--- config.mk ---
export PLATFORM = sky130hd
export DESIGN_NAME = cla_slice_sequencer_flat
export DESIGN_NICKNAME = d
export VERILOG_FILES = /design/src/rtl/cla_slice_sequencer_if.sv /design/src/rtl/cla_slice_sequencer.sv /design/src/flat_wrapper.sv
export SDC_FILE = /design/constraint.sdc
export NUM_CORES = 1
export LEC_CHECK = 0
export CAP_MARGIN = 15
export CORE_AREA = 2 2 95 143
export DETAILED_ROUTE_END_ITERATION = 10
export DIE_AREA = 0 0 97 145
export PLACE_DENSITY = 0.77
export SLEW_MARGIN = 20
export SYNTH_ARGS = -nofsm -noshare
export SYNTH_HDL_FRONTEND = slang
export SYNTH_SLANG_ARGS = --single-unit
export TNS_END_PERCENT = 5
--- constraint.sdc ---
create_clock -name clk -period 1.65 [get_ports clk]
set_clock_uncertainty 0.1 [all_clocks]
set_input_delay 0.33 -clock clk [delete_from_list [all_inputs] [get_ports clk]]
set_output_delay 0.33 -clock clk [all_outputs]
set_load 0.01 [all_outputs]
--- src/rtl/cla_slice_sequencer_if.sv ---
// Bus bundle between cla_slice_sequencer, its requester/consumer and the attached narrow CLA.
// Optional out_ovf exists only when ADD_OVERFLOW_EN is defined.
interface cla_slice_sequencer_if #(
  parameter int DATA_WID  = 32,
  parameter int SLICE_WID = 8
);
  logic                 in_valid;
  logic                 in_ready;
  logic [DATA_WID-1:0]  in_a;
  logic [DATA_WID-1:0]  in_b;
  logic                 in_cin;
  logic                 out_valid;
  logic                 out_ready;
  logic [DATA_WID-1:0]  out_sum;
  logic                 out_cout;
  logic [SLICE_WID-1:0] slice_a;
  logic [SLICE_WID-1:0] slice_b;
  logic                 slice_cin;
  logic [SLICE_WID-1:0] slice_sum;
  logic                 slice_cout;
`ifdef ADD_OVERFLOW_EN
  logic                 out_ovf;
`endif

  modport slave (
    input  in_valid, in_a, in_b, in_cin, out_ready, slice_sum, slice_cout,
    output in_ready, out_valid, out_sum, out_cout, slice_a, slice_b, slice_cin
`ifdef ADD_OVERFLOW_EN
    , output out_ovf
`endif
  );

  modport master (
    output in_valid, in_a, in_b, in_cin, out_ready, slice_sum, slice_cout,
    input  in_ready, out_valid, out_sum, out_cout, slice_a, slice_b, slice_cin
`ifdef ADD_OVERFLOW_EN
    , input out_ovf
`endif
  );
endinterface

--- src/rtl/cla_slice_sequencer.sv ---
// Feeds a SLICE_WID-bit CLA one slice per cycle (LSB first) to build a DATA_WID-bit add.
// Define ADD_OVERFLOW_EN to add the signed overflow flag out_ovf.
module cla_slice_sequencer #(
  parameter int DATA_WID  = 32,
  parameter int SLICE_WID = 8
) (
  input  logic                   clk,
  input  logic                   rst_n,
  cla_slice_sequencer_if.slave   bus
);

  localparam int NUM_SLICES = DATA_WID / SLICE_WID;
  localparam int CNT_W      = (NUM_SLICES > 1) ? $clog2(NUM_SLICES) : 1;

  generate
    if ((DATA_WID % SLICE_WID) != 0) begin : g_bad_width
      $error("DATA_WID must be an integer multiple of SLICE_WID");
    end
  endgenerate

  typedef enum logic [1:0] {IDLE, RUN, DONE} state_t;

  state_t                state_q, state_d;
  logic [CNT_W-1:0]      cnt_q, cnt_d;
  logic                  carry_q, carry_d;
  logic [DATA_WID-1:0]   opa_q, opa_d;
  logic [DATA_WID-1:0]   opb_q, opb_d;
  logic [DATA_WID-1:0]   res_q, res_d;
  logic [DATA_WID-1:0]   sum_q, sum_d;
  logic                  cout_q, cout_d;
`ifdef ADD_OVERFLOW_EN
  logic                  ovf_q, ovf_d;
`endif

  logic                          inReady;
  logic                          running;
  logic [DATA_WID+SLICE_WID-1:0] resWide;
  logic [DATA_WID-1:0]           resNext;

  // Each new slice enters at the MSB end, so after NUM_SLICES shifts slice 0 sits at the LSB.
  assign resWide = {bus.slice_sum, res_q};
  assign resNext = resWide[DATA_WID+SLICE_WID-1:SLICE_WID];

  assign running       = rst_n && (state_q == RUN);
  assign inReady       = rst_n && ((state_q == IDLE) || ((state_q == DONE) && bus.out_ready));
  assign bus.in_ready  = inReady;
  assign bus.out_valid = rst_n && (state_q == DONE);
  assign bus.out_sum   = sum_q;
  assign bus.out_cout  = cout_q;
  assign bus.slice_a   = running ? opa_q[SLICE_WID-1:0] : '0;
  assign bus.slice_b   = running ? opb_q[SLICE_WID-1:0] : '0;
  assign bus.slice_cin = running ? carry_q : 1'b0;
`ifdef ADD_OVERFLOW_EN
  assign bus.out_ovf   = ovf_q;
`endif

  always_comb begin
    state_d = state_q;
    cnt_d   = cnt_q;
    carry_d = carry_q;
    opa_d   = opa_q;
    opb_d   = opb_q;
    res_d   = res_q;
    sum_d   = sum_q;
    cout_d  = cout_q;
`ifdef ADD_OVERFLOW_EN
    ovf_d   = ovf_q;
`endif
    case (state_q)
      IDLE, DONE: begin
        if (state_q == DONE && bus.out_ready) begin
          state_d = IDLE;
        end
        if (bus.in_valid && inReady) begin
          opa_d   = bus.in_a;
          opb_d   = bus.in_b;
          carry_d = bus.in_cin;
          cnt_d   = '0;
          state_d = RUN;
        end
      end
      RUN: begin
        res_d   = resNext;
        carry_d = bus.slice_cout;
        opa_d   = opa_q >> SLICE_WID;
        opb_d   = opb_q >> SLICE_WID;
        cnt_d   = cnt_q + 1'b1;
        if (cnt_q == CNT_W'(NUM_SLICES - 1)) begin
          state_d = DONE;
          sum_d   = resNext;
          cout_d  = bus.slice_cout;
`ifdef ADD_OVERFLOW_EN
          // Carry into the MSB recovered from the adder's MSB inputs and sum bit.
          ovf_d   = opa_q[SLICE_WID-1] ^ opb_q[SLICE_WID-1] ^
                    bus.slice_sum[SLICE_WID-1] ^ bus.slice_cout;
`endif
        end
      end
      default: state_d = IDLE;
    endcase
  end

  always_ff @(posedge clk) begin
    if (!rst_n) begin
      state_q <= IDLE;
      cnt_q   <= '0;
      carry_q <= 1'b0;
      opa_q   <= '0;
      opb_q   <= '0;
      res_q   <= '0;
      sum_q   <= '0;
      cout_q  <= 1'b0;
`ifdef ADD_OVERFLOW_EN
      ovf_q   <= 1'b0;
`endif
    end else begin
      state_q <= state_d;
      cnt_q   <= cnt_d;
      carry_q <= carry_d;
      opa_q   <= opa_d;
      opb_q   <= opb_d;
      res_q   <= res_d;
      sum_q   <= sum_d;
      cout_q  <= cout_d;
`ifdef ADD_OVERFLOW_EN
      ovf_q   <= ovf_d;
`endif
    end
  end

endmodule
--- src/flat_wrapper.sv ---
// flat-port wrapper written by rule: the top's interface ports become plain ports
module cla_slice_sequencer_flat 
#(
  parameter int DATA_WID  = 32,
  parameter int SLICE_WID = 8
)
  (clk, rst_n, bus_in_valid, bus_in_a, bus_in_b, bus_in_cin, bus_out_ready, bus_slice_sum, bus_slice_cout, bus_in_ready, bus_out_valid, bus_out_sum, bus_out_cout, bus_slice_a, bus_slice_b, bus_slice_cin);
  cla_slice_sequencer_if #(.DATA_WID(DATA_WID), .SLICE_WID(SLICE_WID)) bus_i ();
  input  logic clk;
  input  logic rst_n;
  input wire logic [$bits(bus_i.in_valid)-1:0] bus_in_valid;
  input wire logic [$bits(bus_i.in_a)-1:0] bus_in_a;
  input wire logic [$bits(bus_i.in_b)-1:0] bus_in_b;
  input wire logic [$bits(bus_i.in_cin)-1:0] bus_in_cin;
  input wire logic [$bits(bus_i.out_ready)-1:0] bus_out_ready;
  input wire logic [$bits(bus_i.slice_sum)-1:0] bus_slice_sum;
  input wire logic [$bits(bus_i.slice_cout)-1:0] bus_slice_cout;
  output wire logic [$bits(bus_i.in_ready)-1:0] bus_in_ready;
  output wire logic [$bits(bus_i.out_valid)-1:0] bus_out_valid;
  output wire logic [$bits(bus_i.out_sum)-1:0] bus_out_sum;
  output wire logic [$bits(bus_i.out_cout)-1:0] bus_out_cout;
  output wire logic [$bits(bus_i.slice_a)-1:0] bus_slice_a;
  output wire logic [$bits(bus_i.slice_b)-1:0] bus_slice_b;
  output wire logic [$bits(bus_i.slice_cin)-1:0] bus_slice_cin;
  assign bus_i.in_valid = bus_in_valid;
  assign bus_i.in_a = bus_in_a;
  assign bus_i.in_b = bus_in_b;
  assign bus_i.in_cin = bus_in_cin;
  assign bus_i.out_ready = bus_out_ready;
  assign bus_i.slice_sum = bus_slice_sum;
  assign bus_i.slice_cout = bus_slice_cout;
  assign bus_in_ready = bus_i.in_ready;
  assign bus_out_valid = bus_i.out_valid;
  assign bus_out_sum = bus_i.out_sum;
  assign bus_out_cout = bus_i.out_cout;
  assign bus_slice_a = bus_i.slice_a;
  assign bus_slice_b = bus_i.slice_b;
  assign bus_slice_cin = bus_i.slice_cin;
  cla_slice_sequencer #(.DATA_WID(DATA_WID), .SLICE_WID(SLICE_WID)) u_core (.clk(clk), .rst_n(rst_n), .bus(bus_i));
endmodule
# Yosys cells after proc, flatten, opt, wreduce, memory -nomap -nowiden
# Cells that the tools add are included.
totals:
  ff_bits: 134
  memories: 0
  out_inout_bits: 52
  wordCells: 42
  ramBits: 0
  romBits: 0
  latchBits: 0
  in_bits: 78
op_classes:
  eq_ne: 6
  n_mul: 0
  n_bitwise: 0
  order_cmp: 0
  muxes: 15
  addsub: 1
  reduce_logical: 12
  shifts: 0
  div_mod_pow: 0
op_table:
  columns: ["cell", "count"]
  rows:
  - ["$pmux W32 S2", 2]
  - ["$mux W32", 2]
  - ["$mux W8", 2]
  - ["$mux W2", 4]
  - ["$pmux W2 S2", 2]
  - ["$reduce_and A2 Y1", 3]
  - ["$logic_and A1 B1 Y1", 5]
  - ["$eq A2 B2 Y1 const B", 2]
  - ["$ne A3 B1 Y1 const B", 1]
  - ["$add A2 B1 Y2 const B", 1]
  - ["$eq A2 B1 Y1 const B", 1]
  - ["$logic_not A2 Y1", 1]
  - ["$mux W1", 2]
  - ["$ne A2 B1 Y1 const B", 1]
  - ["$ne A2 B2 Y1 const B", 1]
  - ["$pmux W1 S2", 1]
  - ["$reduce_bool A2 Y1", 1]
  - ["$reduce_or A2 Y1", 1]
  - ["$logic_or A1 B1 Y1", 1]

# Depth between registers and ports, before layout
logic_depth:
  word_depth: 7
  depth_mapped: 7
  mapped_depth_nobuf: 4

# Least setup slack after synthesis
# No wires, ideal clock.
synth_path:
  path_type: "register to register"
  startpoint: "reg u_core.state_q[1]"
  endpoint: "reg u_core.opa_q[30]"
  t_arrival_ns: 1.417
  required_time_ns: 1.429
  synth_period_minus_slack_ns: 1.638
  slack_ns: 0.012
  path_buffers: 2
  setup_ns: 0.121
  path_stages_with_launch: 6
  path_cell_list: "dfxtp_1 nor2b_1 or3b_1 buf_6 buf_6 mux2_4"
synth_via:
  elab_chain_len: 7
  word_cells_on_any_way: 12
  cone_classes: "eq/ne: 3; mux: 1; reduce/logical: 8"
synth_rtl:
  columns: ["element", "line_no", "source"]
  rows:
  - ["start, declared", "cla_slice_sequencer.sv:23", "state_t state_q, state_d;"]
  - ["start signal, assigned", "cla_slice_sequencer.sv:117", "state_q <= state_d;"]
  - ["$eq A2 B2 Y1", "cla_slice_sequencer.sv:45, cla_slice_sequencer.sv:69", null]
  - ["$logic_and A1 B1 Y1", "cla_slice_sequencer.sv:45", "assign inReady = rst_n && ((state_q == IDLE) || ((state_q == DONE) && bus.out_ready));"]
  - ["$logic_or A1 B1 Y1", "cla_slice_sequencer.sv:45", null]
  - ["$logic_and A1 B1 Y1", "cla_slice_sequencer.sv:45", null]
  - ["$logic_and A1 B1 Y1", "cla_slice_sequencer.sv:74", "if (bus.in_valid && inReady) begin"]
  - ["$ne A2 B1 Y1 (no line)", null, null]
  - ["$reduce_and A2 Y1 (no line)", null, null]
  - ["end signal, assigned", "cla_slice_sequencer.sv:120", "opa_q <= opa_d;"]
  - ["end, declared", "cla_slice_sequencer.sv:26", "logic [DATA_WID-1:0] opa_q, opa_d;"]
# Several ways; a longest one is shown, not always the timed one.
# A chain may end at the register's enable or synchronous reset.

# Worst setup path in the final report
layout_path:
  startpoint: "reg u_core.state_q[0]"
  endpoint: "out bus_slice_a[2]"
layout_via:
  elab_chain_len: 3
layout_rtl:
  columns: ["element", "line_no", "source"]
  rows:
  - ["$eq A2 B1 Y1", "cla_slice_sequencer.sv:44", "assign running = rst_n && (state_q == RUN);"]
  - ["$logic_and A1 B1 Y1", "cla_slice_sequencer.sv:44", null]
  - ["$mux W8", "cla_slice_sequencer.sv:50", "assign bus.slice_a = running ? opa_q[SLICE_WID-1:0] : '0;"]
  - ["end, declared", "flat_wrapper.sv:22", "output wire logic [$bits(bus_i.slice_a)-1:0] bus_slice_a;"]
# No other way between the ends.

==> results.json <==
{
  "status": "finished, violations left",
  "violations": "setup timing",
  "cp-start-kind": "register",
  "routedWlPerCell_um": 17.78,
  "cts_tree": "done",
  "peakVddDrop_mv": 0.7490,
  "overflow": 0,
  "arrival_ns": 1.40,
  "min_period_ns": 1.827,
  "setup_viol": 36,
  "critical-path-top-delay-family": "simple AND/OR/NAND/NOR gates",
  "yosys-top-cells-count": "nand2_1, dfxtp_1, a21boi_0, clkbuf_1",
  "use_met3": 0.04576,
  "antenna_found_initial": 0,
  "ys_seq_elements": 126,
  "hold_viol_final": 0,
  "die_x_um": 97,
  "dpl_cell_area_um2": 7401,
  "diodes": 0,
  "cts.clk_slew.worst_paths_ns": 0.05,
  "ys_top_cells_by_area": "dfxtp_1, nand2_1, a21boi_0, a211o_1, o311ai_0",
  "rsz0062_at_grt": "yes",
  "start_util": 0.4535,
  "port_buffers": 129,
  "fin_area_um2": 8230,
  "insertion_delay_ns": 0.41,
  "cts-buffers-inserted": 17,
  "postSynthCellCount": 693,
  "drive_gt1_frac": 0.1669,
  "grt_max_degree": 51,
  "viasPerCell": 5.839,
  "area_delta_synth_final_pct": 41.49,
  "worst_pin_slew_ns": 0.3891,
  "die_y_um": 145,
  "leakagePower_nw": 3.491,
  "vias": 5722,
  "max_cap_viol_count": 0,
  "power.density_nw_per_um2": 1083,
  "synth.most_common_cell": "nand2_1",
  "die_area_um2": 14070,
  "drtIter0Drc": 358,
  "synth_nets": 772,
  "ys_warn_count": 0,
  "dp_hpwl_mm": 11.00,
  "met1_usage": 0.2723,
  "drt-total-wl_mm": 17.42,
  "clock-sinks": 126,
  "yosysSeqAreaShare": 0.4336,
  "synth_area_leader_cell": "dfxtp_1",
  "worstPathRequired_ns": 1.22,
  "yosysTopAreaCellShare": 0.4336,
  "cts_max_path_buffers": 2,
  "antenna_left": 0,
  "synth_edf_count": 0,
  "yosysUniqueCellTypes": 28,
  "crit_buf_inv": 2,
  "htree_levels": 4,
  "layout.cells.non_filler": 980,
  "avgSynthCellArea_um2": 8.394,
  "grt_usage": 0.2418,
  "cp_common_cell": "buf_6",
  "grt_util_met2": 0.4358,
  "cp_max_fo": 6,
  "hp-class": "input port to register",
  "grt_pass1_vias": 5665,
  "root_buffer": "clkbuf_16",
  "period_share": 1.107,
  "max_slew_margin": 0.7405,
  "rows": 51,
  "post-route-drc-count": 0,
  "place.gp.congestion": 0.8555,
  "cp_slowest_cell": "dfxtp_2",
  "dp.cells": 942,
  "max_clock_freq_mhz": 547.4,
  "io_pins": 130,
  "fin_nets": 887,
  "top_usage_layer": "met2",
  "netlist_area_um2": 5817,
  "cp_cell_sequence": "nor2b_4 -> buf_6 -> and3_4 -> buf_6",
  "core_um2": 12830,
  "drtPass1Iterations": 5,
  "path_class": "register to primary output",
  "slowest_delay_ns": 0.33,
  "finalWorstSetupSlack_ns": -0.1768,
  "grt_pass1_wl_mm": 28.01,
  "drv_slew": 0,
  "async_flop_share": 0,
  "synthFlopType": "dfxtp_1",
  "cp-end-kind": "primary output"
}
## layer usage
metal  up-vias  wire length [um]
met5         -                 0
met4         0               585
met3        43               926
met2       227              9286
met1      2722              6621
li1       2730                 -
## cell families (layout without fill, tap and decap cells)
family                     count (synthesis)  count (layout)  share of synthesized area
AOI/OAI and AO/OA                        211             211                     0.2822
adders and majority gates                  1               1                   0.002151
buffers and inverters                     78             206                    0.05636
DFF                                      126             126                     0.4336
muxes                                     16              16                    0.03614
and+or+nand+nor                          261             261                     0.1895
## state kept, by name, indices dropped and copies added (netlist names)
| register | cells |
|---|---|
| u_core.bus.out_sum | 32 |
| u_core.opa_q | 32 |
| u_core.opb_q | 32 |
| u_core.res_q | 24 |
| u_core.cnt_q | 2 |
| u_core.state_q | 2 |
| u_core.bus.out_cout | 1 |
| u_core.carry_q | 1 |
## metrics by stage
stage	utilization	power (mW)	hold WS [ns]	worst slack [ns]	TNS [ns]
global placement	0.5770	4.415	0.3508	-0.3424	-18.59
detailed placement	0.5770	4.459	0.3565	-0.3536	-20.46
global route	0.6417	9.177	0.3038	-0.2071	-4.969
finish	0.6417	8.911	0.2780	-0.1768	-3.535
floorplan	-	3.989	0.3412	0.01209	0
CTS	0.6406	8.916	0.2328	-0.2253	-4.813
## final cells by class
class / instances / area (um2)
Fill cell: 1035 / 4596
Multi-Input combinational cell: 489 / 3089
Sequential cell: 126 / 2527
Timing Repair Buffer: 173 / 1715
Clock buffer: 21 / 460.4
Clock inverter: 11 / 235.2
Tap cell: 159 / 198.9
Inverter: 1 / 3.754
## what timing repair did
item	CTS	global route
endpoints found under the setup margin	91	108
hold buffers	0	0
setup buffers	7	1
pin swaps	1	6
gates cloned	2	0
gates resized for setup	141	68
## where the power goes
| part | switching (mW) | internal, mW | leakage, nW |
|---|---|---|---|
| Sequential | 0.134 | 3.21 | 1.03 |
| Clock | 1.34 | 3.06 | 0.333 |
| Combinational | 0.555 | 0.612 | 2.13 |
| Total | 2.02 | 6.89 | 3.49 |
## final timing paths
| kind | to | depth (start not counted) | start | slack (ns) |
|---|---|---|---|---|
| min | u_core.opb_q[3] | 3 | rst_n | 0.28 |
| max reg2reg | u_core.opb_q[24] | 5 | u_core.state_q[0] | -0.06 |
| min reg2reg | u_core.bus.out_sum[13] | 2 | u_core.bus.out_sum[13] | 0.36 |
| max | bus_slice_a[2] | 4 | u_core.state_q[0] | -0.18 |
## worst min-delay path, cell delays in order
cell	delay, ns
buf_4	0.22
o311ai_0	0.14
a31oi_1	0.05
## placed cells by master, fill, tap and decap left out, types with 17 or more instances in the layout
cell type        synthesis  final
o311ai_1                 0     39
clkdlybuf4s50_1          0     75
and3_1                  34     21
buf_4                    0     26
clkbuf_16                0     17
a211o_1                 49     49
nand2_1                213    212
a21boi_0                59     49
dlygate4sd2_1            0     33
buf_6                    2     23
a31oi_1                 49     49
dfxtp_1                126    124
(Power assumes the default switching activity.)
